===== src/rtl/prog_rom.sv =====
// rtl/prog_rom.sv - writable program store with word-serial load port
// Answers core fetches combinationally and holds the core in reset while reloading.
module prog_rom #(
  parameter int ADDR_W = 2,
  parameter int DATA_W = 4,
  parameter logic [DATA_W*(2**ADDR_W)-1:0] INIT = '0
) (
  input  logic              clock,
  input  logic              reset,
  input  logic [ADDR_W-1:0] rom_addr,
  output logic [DATA_W-1:0] rom_value,
  input  logic              load_start,
  input  logic              load_abort,
  input  logic              load_valid,
  input  logic [DATA_W-1:0] load_data,
  output logic              load_ready,
  output logic              busy,
  output logic              done,
  output logic              core_rstn
);

  localparam int DEPTH = 2**ADDR_W;

  localparam logic [1:0] ST_IDLE   = 2'd0;
  localparam logic [1:0] ST_LOAD   = 2'd1;
  localparam logic [1:0] ST_FINISH = 2'd2;

  logic [1:0]        state;
  logic [ADDR_W-1:0] idx;
  logic [DATA_W-1:0] mem [DEPTH];
  logic              xfer;

  assign load_ready = (state == ST_LOAD);
  assign busy       = (state == ST_LOAD) || (state == ST_FINISH);
  assign done       = (state == ST_FINISH);
  assign xfer       = load_valid && load_ready;
  assign rom_value  = busy ? '0 : mem[rom_addr];

  always_ff @(posedge clock) begin
    if (reset) begin
      for (int i = 0; i < DEPTH; i++) begin
        mem[i] <= INIT[i*DATA_W +: DATA_W];
      end
      state     <= ST_IDLE;
      idx       <= '0;
      core_rstn <= 1'b0;
    end else begin
      case (state)
        ST_IDLE: begin
          core_rstn <= !load_start;
          if (load_start) begin
            state <= ST_LOAD;
            idx   <= '0;
          end
        end
        ST_LOAD: begin
          core_rstn <= 1'b0;
          if (xfer) begin
            mem[idx] <= load_data;
            idx      <= idx + 1'b1;
          end
          // Abort wins over completion, even when it lands on the last word.
          if (load_abort) begin
            state <= ST_IDLE;
          end else if (xfer && idx == '1) begin
            state <= ST_FINISH;
          end
        end
        ST_FINISH: begin
          core_rstn <= 1'b0;
          state     <= ST_IDLE;
        end
        default: begin
          core_rstn <= 1'b0;
          state     <= ST_IDLE;
        end
      endcase
    end
  end

endmodule


===== config.mk =====
export PLATFORM = sky130hd
export DESIGN_NAME = prog_rom
export DESIGN_NICKNAME = d
export VERILOG_FILES = /design/src/rtl/prog_rom.sv
export SDC_FILE = /design/constraint.sdc
export NUM_CORES = 1
export LEC_CHECK = 0
export ABC_AREA = 1
export BUFFER_PORTS_ARGS = -buffer_cell sky130_fd_sc_hd__clkbuf_2
export CORE_MARGIN = 8
export CORE_UTILIZATION = 35
export CTS_BUF_LIST = sky130_fd_sc_hd__clkbuf_2
export CTS_CLUSTER_DIAMETER = 80
export DETAILED_ROUTE_END_ITERATION = 10
export MAX_ROUTING_LAYER = met4
export PLACE_DENSITY = 0.67
export SKIP_CTS_REPAIR_TIMING = 1
export SYNTH_ARGS = -nofsm -noshare
export SYNTH_HDL_FRONTEND = slang
export SYNTH_SLANG_ARGS = --single-unit

===== constraint.sdc =====
create_clock -name clock -period 1.6 [get_ports clock]
set_clock_uncertainty 0.1 [all_clocks]
set_input_delay 0.32 -clock clock [delete_from_list [all_inputs] [get_ports clock]]
set_output_delay 0.32 -clock clock [all_outputs]
set_load 0.05 [all_outputs]

==> flow_metrics.env, run 1 <==
export IMPL_ant_nets=0
export IMPL_gp_congestion=0.884
export IMPL_grt_usage_pct=9.42
export IMPL_worstMarginPinSlew_ps=401
export IMPL_synth_edf_count=16
export IMPL_synth_nets=153
export IMPL_worstPathArrival_ps=1350
export IMPL_drt_iter0_markers=21
export IMPL_hold_ws_ps=63.9
export IMPL_die_x_um=72.2
export IMPL_insertion_delay_ps=310
export IMPL_htree_levels=1
export IMPL_clockRootBuffer="clkbuf_2"
export IMPL_port_buffers=18
export IMPL_outcome="complete, but fails checks"
export IMPL_reg2reg_depth=4
export IMPL_area_growth_pct=34.3
export IMPL_clk_path_buf_depth=2
export IMPL_dpl_hpwl_um=1790
export IMPL_firstDrtPassIters=4
export IMPL_hp_class="in2reg"
export IMPL_finalSetupViolCount=6
export IMPL_rows=20
export IMPL_dr_total_vias=906
export IMPL_final_util_pct=49.0
export IMPL_ys_warn_count=0
export IMPL_p_per_area_nw_per_um2=1140
export IMPL_netlist_top_cells_count="nor2_1 (37), nand2_1 (34), inv_1 (21), edfxtp_1 (16), a21oi_1 (8)"
export IMPL_post_route_period_util_pct=111
export IMPL_dieArea_um2=5210
export IMPL_core_area_um2=3030
export IMPL_clk_pin_slew_worst_paths_ps=190
export IMPL_synth_top_area_share_pct=43.5
export IMPL_layout_nets=181
export IMPL_hold_violations=0
export IMPL_worstSetupStartpoint="state[0]"
export IMPL_r2r_slack_ps=80
export IMPL_fmax_mhz=565
export IMPL_worst_slack_ps=-171
export IMPL_cts_tree="done"
export IMPL_post_route_min_period_ps=1770
export IMPL_antenna_found_initial=0
export IMPL_slew_headroom_pct=73.1
export IMPL_worstSetupEndpointType="output pin"
export IMPL_die_h_um=72.2
export IMPL_syn_area_um2=1100
export IMPL_postRouteWirelength_um=2210
export IMPL_rsz0062_at_grt="yes"
export IMPL_drv_cap=0
export IMPL_drive_gt1_share_pct=27.4
export IMPL_ys_flop_type="edfxtp_1"
export IMPL_synth_area_leaders="edfxtp_1 (43%), nor2_1 (13%), nand2_1 (12%)"
export IMPL_grt_pass1_wl_um=3880
export IMPL_ys_seq_elements=21
export IMPL_critPathCapture="busy"
export IMPL_violations="negative setup slack"
export IMPL_clkSinkCount=21
export IMPL_yosysTopAreaCell="edfxtp_1"
export IMPL_fin_area_um2=1480
export IMPL_timing_rr_end="mem[3][2]"
export IMPL_cp_start_kind="flop"
export IMPL_critPathKind="reg2out"
export IMPL_initial_utilization_pct=36.5
export IMPL_vias_per_cell=4.36
export IMPL_peakVddDrop_v=0.000737
export IMPL_post_synth_top_count_cell="nor2_1"
export IMPL_antenna_cells=0
export IMPL_power_leakage_nw=0.677
export IMPL_route_detailed_drc=0
export IMPL_grt_pass1_vias=945
export IMPL_overflow=0
export IMPL_ios=19
export IMPL_ys_seq_area_share_pct=52.5
export IMPL_cts_inserted_buffers=3
export IMPL_slew_violations=0
export IMPL_tns_ps=-956
export IMPL_post_dp_cell_area_um2=1410
export IMPL_timing_rr_start="state[1]"
export IMPL_synth_cell_types=15
export IMPL_cp_max_fo=5
export IMPL_synthCells=137
export IMPL_synthArstFlopShare_pct=0
export IMPL_power_mw=1.69
export IMPL_grt_max_degree=17
export IMPL_wire_per_inst_um=10.6
export IMPL_synth_avg_cell_area_um2=8.06
export IMPL_cp_required_ps=1180
## power by group
part / switching (mW) / internal (mW)
Sequential: 0.0437 / 0.647
Combinational: 0.465 / 0.321
Clock: 0.154 / 0.0567
## through the flow
stage,std cells,setup slack [ps]
global route,208,-215
finish,208,-171
floorplan,137,32.8
CTS,206,-346
detailed placement,202,13.5
global placement,202,30.9
## sequential cells by signal, summed over array words and instances (netlist names)
register / count
core_rstn: 1
idx: 2
mem: 16
state: 2
## cells by family after synthesis
family | count (synthesis) | share of synthesized area [%]
DFF | 21 | 52.5
and+or+nand+nor | 77 | 28.1
AOI/OAI and AO/OA | 10 | 4.76
adders and majority gates | 5 | 5.66
buffers and inverters | 24 | 8.95
## worst max-delay path, stage by stage (launching register included)
cell and delay [ps]:
dfxtp_2 410, inv_2 60, ha_4 350, buf_4 230
## how the worst min path moves through the flow
stage | cells past startpoint | to | startpoint | slack (ps)
final | 2 | core_rstn | reset | 60
after global routing | 2 | core_rstn | reset | 10
after CTS | 2 | core_rstn | reset | 60
after detailed placement | 2 | core_rstn | reset | 420
after global placement | 2 | core_rstn | reset | 410
after floorplan | 1 | core_rstn | reset | 290
## routing by layer
layer	global-route usage [%]	vias to the layer above	share of wire (%)
li1	-	480	-
met1	9.89	403	44
met2	16.6	17	50
met3	2.07	6	3.6
met4	3.85	0	2.5
met5	-	-	0
## area by class of cell
| type | instances | area (µm²) |
|---|---|---|
| Clock buffer | 3 | 15.0 |
| Timing Repair Buffer | 25 | 225 |
| Fill cell | 303 | 1540 |
| Clock inverter | 1 | 5.00 |
| Inverter | 22 | 85.1 |
| Sequential cell | 21 | 583 |
| Tap cell | 44 | 55.1 |
| Multi-Input combinational cell | 92 | 515 |
## cell usage in the layout (no fill, tap or decap), drive strengths merged
cell type and n:
ha 5, a21oi 8, clkbuf 14, nand3 5, inv 22, nand2 34, buf 14, nor2 38
o31ai 1, o21ai 1, clkinv 1, dfxtp 5, edfxtp 16
Power figures use the tool's default switching activity.
==> inputs of run 2 (changes only) <==
CTS_CLUSTER_DIAMETER = 30   (was 80)
SKIP_CTS_REPAIR_TIMING = default   (was 1)
SKIP_LAST_GASP = 1   (was default)
==> run 2 against run 1 <==
Compared with the run above: register-to-register slack worse by 20 ps; setup slack better by 34 ps; first-iteration DRC count up 4.8%; design area about the same; via count up 0.22%; largest power group unchanged; critical endpoint is now rom_value[1]; largest cell class unchanged; highest routed layer unchanged; the run still ends with negative setup slack left; critical path depth up 1.
==> flow_metrics.env, run 2 (synthesis gave the netlist of run 1 again) <==
export IMPL_outcome="complete, but fails checks"
export IMPL_violations="negative setup slack"
export IMPL_grt_usage_pct=9.54
export IMPL_crit_chain="inv_2, ha_4, a21oi_4, buf_12"
export IMPL_dr_total_vias=908
export IMPL_gp_congestion=0.884
export IMPL_post_route_period_util_pct=109
export IMPL_dpl_hpwl_um=1790
export IMPL_drv_cap=0
export IMPL_worst_slack_ps=-137
export IMPL_grt_max_degree=17
export IMPL_die_x_um=72.2
export IMPL_switchingPower_mw=0.659
export IMPL_cp_start_kind="flop"
export IMPL_cts_tree="done"
export IMPL_hp_class="in2reg"
export IMPL_layout_cells_non_filler=209
export IMPL_port_buffers=18
export IMPL_hold_ws_ps=64.2
export IMPL_critPathTopFamily="flip-flops"
export IMPL_top_register="mem"
export IMPL_die_h_um=72.2
export IMPL_dr_wl_met3_um=76
export IMPL_area_growth_pct=34.4
export IMPL_post_route_min_period_ps=1740
export IMPL_wire_per_inst_um=10.5
export IMPL_dp_cells=202
export IMPL_route_detailed_drc=0
export IMPL_slowest_delay_ps=380
export IMPL_power_leakage_nw=0.683
export IMPL_wl_met1_um=959
export IMPL_post_dp_cell_area_um2=1410
export IMPL_grt_pass1_wl_um=3940
export IMPL_postRouteWirelength_um=2190
export IMPL_cp_max_fo=5
export IMPL_largest_register_ffs=16
export IMPL_critPathKind="reg2out"
export IMPL_antenna_cells=0
export IMPL_rsz0062_at_grt="yes"
export IMPL_worstMarginPinSlew_ps=401
export IMPL_fin_area_um2=1490
export IMPL_p_comb_share_pct=47.3
export IMPL_slew_headroom_pct=73.1
export IMPL_crit_slowest_cell="dfxtp_2"
export IMPL_finalSetupViolCount=6
export IMPL_core_area_um2=3030
export IMPL_worstPathArrival_ps=1320
export IMPL_initial_utilization_pct=36.5
export IMPL_ant_nets=0
export IMPL_layout_nets=182
export IMPL_dieArea_um2=5210
export IMPL_firstDrtPassIters=4
export IMPL_antenna_found_initial=0
export IMPL_cp_required_ps=1180
export IMPL_topRoutingLayerUsed="met4"
export IMPL_hold_buffers=0
export IMPL_ios=19
export IMPL_swShare_pct=38.8
export IMPL_grt_pass1_vias=952
export IMPL_layout_commonest_cell="nor2_1"
export IMPL_fmax_mhz=576
export IMPL_final_cell_mix="nor2_1 (37), nand2_1 (33), inv_1 (19), edfxtp_1 (16), clkbuf_2 (14)"
export IMPL_drive_gt1_share_pct=27.3
export IMPL_slew_violations=0
export IMPL_worstSetupEndpointType="output pin"
export IMPL_fillers=303
export IMPL_top_regs="mem x16, idx x2, state x2"
export IMPL_peakVddDrop_v=0.000643
export IMPL_overflow=0
export IMPL_clk_pin_slew_worst_paths_ps=190
export IMPL_path_buf_inv=2
export IMPL_vias_per_cell=4.34
export IMPL_clockRootBuffer="clkbuf_2"
export IMPL_clk_path_buf_depth=2
export IMPL_hold_violations=0
export IMPL_intPower_mw=1.04
export IMPL_tns_ps=-704
export IMPL_htree_levels=1
export IMPL_rows=20
export IMPL_dr_wl_met2_um=1100
export IMPL_p_per_area_nw_per_um2=1140
export IMPL_seq_power_share_pct=40.4
export IMPL_power_share_clock_pct=12.4
export IMPL_cts_inserted_buffers=3
export IMPL_clkSinkCount=21
export IMPL_insertion_delay_ps=310
export IMPL_drt_iter0_markers=22
[run 2: timing repair]
item                                    in CTS  in global routing
endpoints found under the hold margin        0                  0
gates resized for setup                      9                  4
endpoints found under the setup margin       7                 11
pin swaps                                    1                  1
buffers inserted                             2                  1
[run 2: final timing paths]
kind,startpoint,endpoint,slack (ps),depth (start not counted)
max,state[0],rom_value[1],-140,4
min,reset,core_rstn,60,2
max reg2reg,state[0],mem[3][1],60,4
min reg2reg,idx[1],idx[1],480,2
[run 2: power by group through the flow]
| stage | sequential, mW | clock (mW) | combinational [mW] |
|---|---|---|---|
| detailed placement | 0.698 | 0 | 0.728 |
| global route | 0.691 | 0.238 | 0.873 |
| floorplan | 0.699 | 0 | 0.510 |
| CTS | 0.684 | 0.218 | 0.790 |
| finish | 0.685 | 0.210 | 0.802 |
| global placement | 0.696 | 0 | 0.713 |
[run 2: final cells by class]
cell class              count  area [µm²]  area share (%)
multi-input cells          92         503            33.9
flip-flops and latches     21         583            39.3
clock buffers               3        15.0            1.01
repair buffers             26         239            16.1
inverters                  22        85.1            5.73
well taps                  44        55.1            3.71
clock inverters             1        5.00           0.337
[run 2: stage by stage]
step / power [mW] / utilization (%) / setup slack [ps]
finish: 1.70 / 49.0 / -137
global route: 1.80 / 49.0 / -190
CTS: 1.69 / 48.6 / -170
detailed placement: 1.43 / 46.4 / 13.5
global placement: 1.41 / 46.4 / 30.9
floorplan: 1.21 / - / 32.8
[run 2: per-layer routing]
layer,vias up,track usage (%)
met3,6,1.93
met1,403,9.98
met4,0,3.85
met2,17,17.1
met5,-,-
li1,482,-
[run 2: worst reg2reg max path: stages, from the launching register on]
cell	delay, ps
dfxtp_2	380
buf_4	120
ha_4	180
nand2_1	100
o31ai_2	360
==> inputs of run 3 (changes only) <==
ABC_AREA = default   (was 1)
==> run 3 against run 2 <==
Compared with the run above: the run still ends with negative setup slack left; critical endpoint is now rom_value[3]; largest power group is now registers; sequential share of layout area down 0.39 points; worst hold slack better by 110 ps; global-route usage up 0.27 points; final cell count down 29%; synthesized cell count down 39%; utilization up 0.91 points; die area down 0.98%.
==> flow_metrics.env, run 3 <==
export IMPL_final_cell_mix="and2_1 (17), edfxtp_1 (16), clkbuf_2 (14), buf_4 (8), nand2b_1 (5)"
export IMPL_power_leakage_nw=0.614
export IMPL_postRouteWirelength_um=2260
export IMPL_crit_chain="mux4_2, nor2b_4, buf_8"
export IMPL_core_area_um2=3000
export IMPL_synthArstFlopShare_pct=0
export IMPL_outcome="complete, but fails checks"
export IMPL_power_mw=1.35
export IMPL_violations="negative setup slack"
export IMPL_drv_cap=0
export IMPL_worstMarginPinSlew_ps=283
export IMPL_hold_violations=0
export IMPL_fin_area_um2=1500
export IMPL_fmax_mhz=520
export IMPL_hp_class="in2reg"
export IMPL_ys_seq_elements=21
export IMPL_rsz0062_at_grt="yes"
export IMPL_largest_register_ffs=16
export IMPL_cp_required_ps=1180
export IMPL_synth_edf_count=16
export IMPL_cp_max_fo=1
export IMPL_dpl_hpwl_um=1680
export IMPL_overflow=0
export IMPL_drt_iter0_markers=20
export IMPL_netlist_top_cells_count="and2_1 (17), edfxtp_1 (16), nor2b_1 (6)"
export IMPL_worstPathArrival_ps=1500
export IMPL_post_dp_cell_area_um2=1340
export IMPL_finalSetupViolCount=6
export IMPL_firstDrtPassIters=3
export IMPL_post_route_min_period_ps=1920
export IMPL_route_detailed_drc=0
export IMPL_top_register="mem"
export IMPL_critPathKind="reg2out"
export IMPL_preCtsSetupSlack_ps=-264
export IMPL_slowest_delay_ps=460
export IMPL_cts_tree="done"
export IMPL_ios=19
export IMPL_clkSinkCount=21
export IMPL_clockRootBuffer="clkbuf_2"
export IMPL_synth_cell_types=23
export IMPL_grt_usage_pct=9.81
export IMPL_layout_nets=133
export IMPL_synth_area_leaders="edfxtp_1 (44%), and2_1 (9.7%), dfxtp_1 (9.2%)"
export IMPL_slew_violations=0
export IMPL_dp_cells=142
export IMPL_yosysTopAreaCell="edfxtp_1"
export IMPL_antenna_cells=0
export IMPL_worst_slack_ps=-323
export IMPL_antenna_found_initial=0
export IMPL_dieArea_um2=5160
export IMPL_die_h_um=71.8
export IMPL_ys_flop_type="edfxtp_1"
export IMPL_tns_ps=-1550
export IMPL_clk_pin_slew_worst_paths_ps=220
export IMPL_top_regs="mem x16, idx x2, state x2"
export IMPL_cp_start_kind="flop"
export IMPL_htree_levels=1
export IMPL_ant_nets=0
export IMPL_wire_per_inst_um=15.2
export IMPL_insertion_delay_ps=320
export IMPL_hold_buffers=0
export IMPL_vias_per_cell=4.95
export IMPL_post_route_period_util_pct=120
export IMPL_area_growth_pct=37.5
export IMPL_synthCells=84
export IMPL_cts_inserted_buffers=3
export IMPL_layout_cells_non_filler=149
export IMPL_dr_total_vias=737
export IMPL_gp_congestion=0.786
export IMPL_clk_path_buf_depth=2
export IMPL_initial_utilization_pct=36.3
export IMPL_synth_nets=100
export IMPL_slew_headroom_pct=81.1
export IMPL_grt_max_degree=13
export IMPL_ys_seq_area_share_pct=53.2
export IMPL_worstSetupEndpointType="output pin"
export IMPL_grt_pass1_wl_um=3710
export IMPL_synth_top_area_share_pct=44.0
export IMPL_syn_area_um2=1090
export IMPL_grt_pass1_vias=759
export IMPL_ys_warn_count=0
export IMPL_crit_slowest_cell="mux4_2"
export IMPL_drive_gt1_share_pct=47.4
export IMPL_p_per_area_nw_per_um2=900
export IMPL_port_buffers=18
export IMPL_rows=20
export IMPL_die_x_um=71.8
export IMPL_synth_avg_cell_area_um2=13.0
export IMPL_layout_commonest_cell="and2_1"
export IMPL_peakVddDrop_v=0.000263
export IMPL_post_synth_top_count_cell="and2_1"
run 3: cell types whose count changed in the layout (fill, tap and decap cells not counted), sizes merged, moves of 6 or more:
cell / before / now
nor2: 38 / 2
nand2: 34 / 2
inv: 22 / 2
and2: 0 / 17
a21oi: 8 / 1
nor2b: 0 / 6
run 3: worst paths after layout:
check / cells past startpoint / endpoint / startpoint / slack [ps]
max: 3 / rom_value[3] / mem[0][3] / -320
min: 3 / state[1] / load_abort / 170
max reg2reg: 5 / mem[1][0] / state[1] / 30
min reg2reg: 2 / state[1] / state[1] / 490
run 3: power by group:
group,switching (mW),internal [mW]
Sequential,0.0165,0.619
Combinational,0.246,0.241
Clock,0.171,0.0566
Total,0.434,0.917
run 3: area by class of cell:
cell class              instances  area [µm²]
fillers                       271        1500
multi-input cells              60         569
flip-flops and latches         21         583
clock inverters                 1        5.00
well taps                      33        41.3
repair buffers                 29         279
clock buffers                   3        15.0
inverters                       2        7.51
run 3: critical path: cells and delay by family (launching register included):
family	cells	cell delay, ps
muxes	1	460
DFF	1	420
and+or+nand+nor	1	140
buffers and inverters	1	140
run 3: layer usage:
layer	routed length, µm	share of wire [%]	track usage [%]
met3	46	2.0	1.95
met1	1000	44	11.0
met5	0	0	-
met4	38	1.7	6.12
met2	1180	52	15.7
run 3: per-stage QoR:
stage	util (%)	hold WS, ps
after CTS	49.8	158
after global routing	50.0	158
final	50.0	172
after detailed placement	44.7	440
after global placement	44.7	436
after floorplan	-	397
run 3: logic make-up (layout without fill, tap and decap cells):
family,count (synthesis),in the layout,synth area share [%]
adder cells (fa/ha/maj),5,5,5.73
buffers and inverters,3,35,1.03
multiplexers,6,6,10.8
AO/OA/AOI/OAI,7,7,4.13
AND/OR/NAND/NOR,42,42,25.1
flip-flops,21,21,53.2
run 3: timing repair:
| item | CTS | global route |
|---|---|---|
| buffers inserted | 4 | 0 |
| pin swaps | 2 | 0 |
| gates resized for setup | 24 | 8 |
| setup endpoints to repair | 7 | 41 |
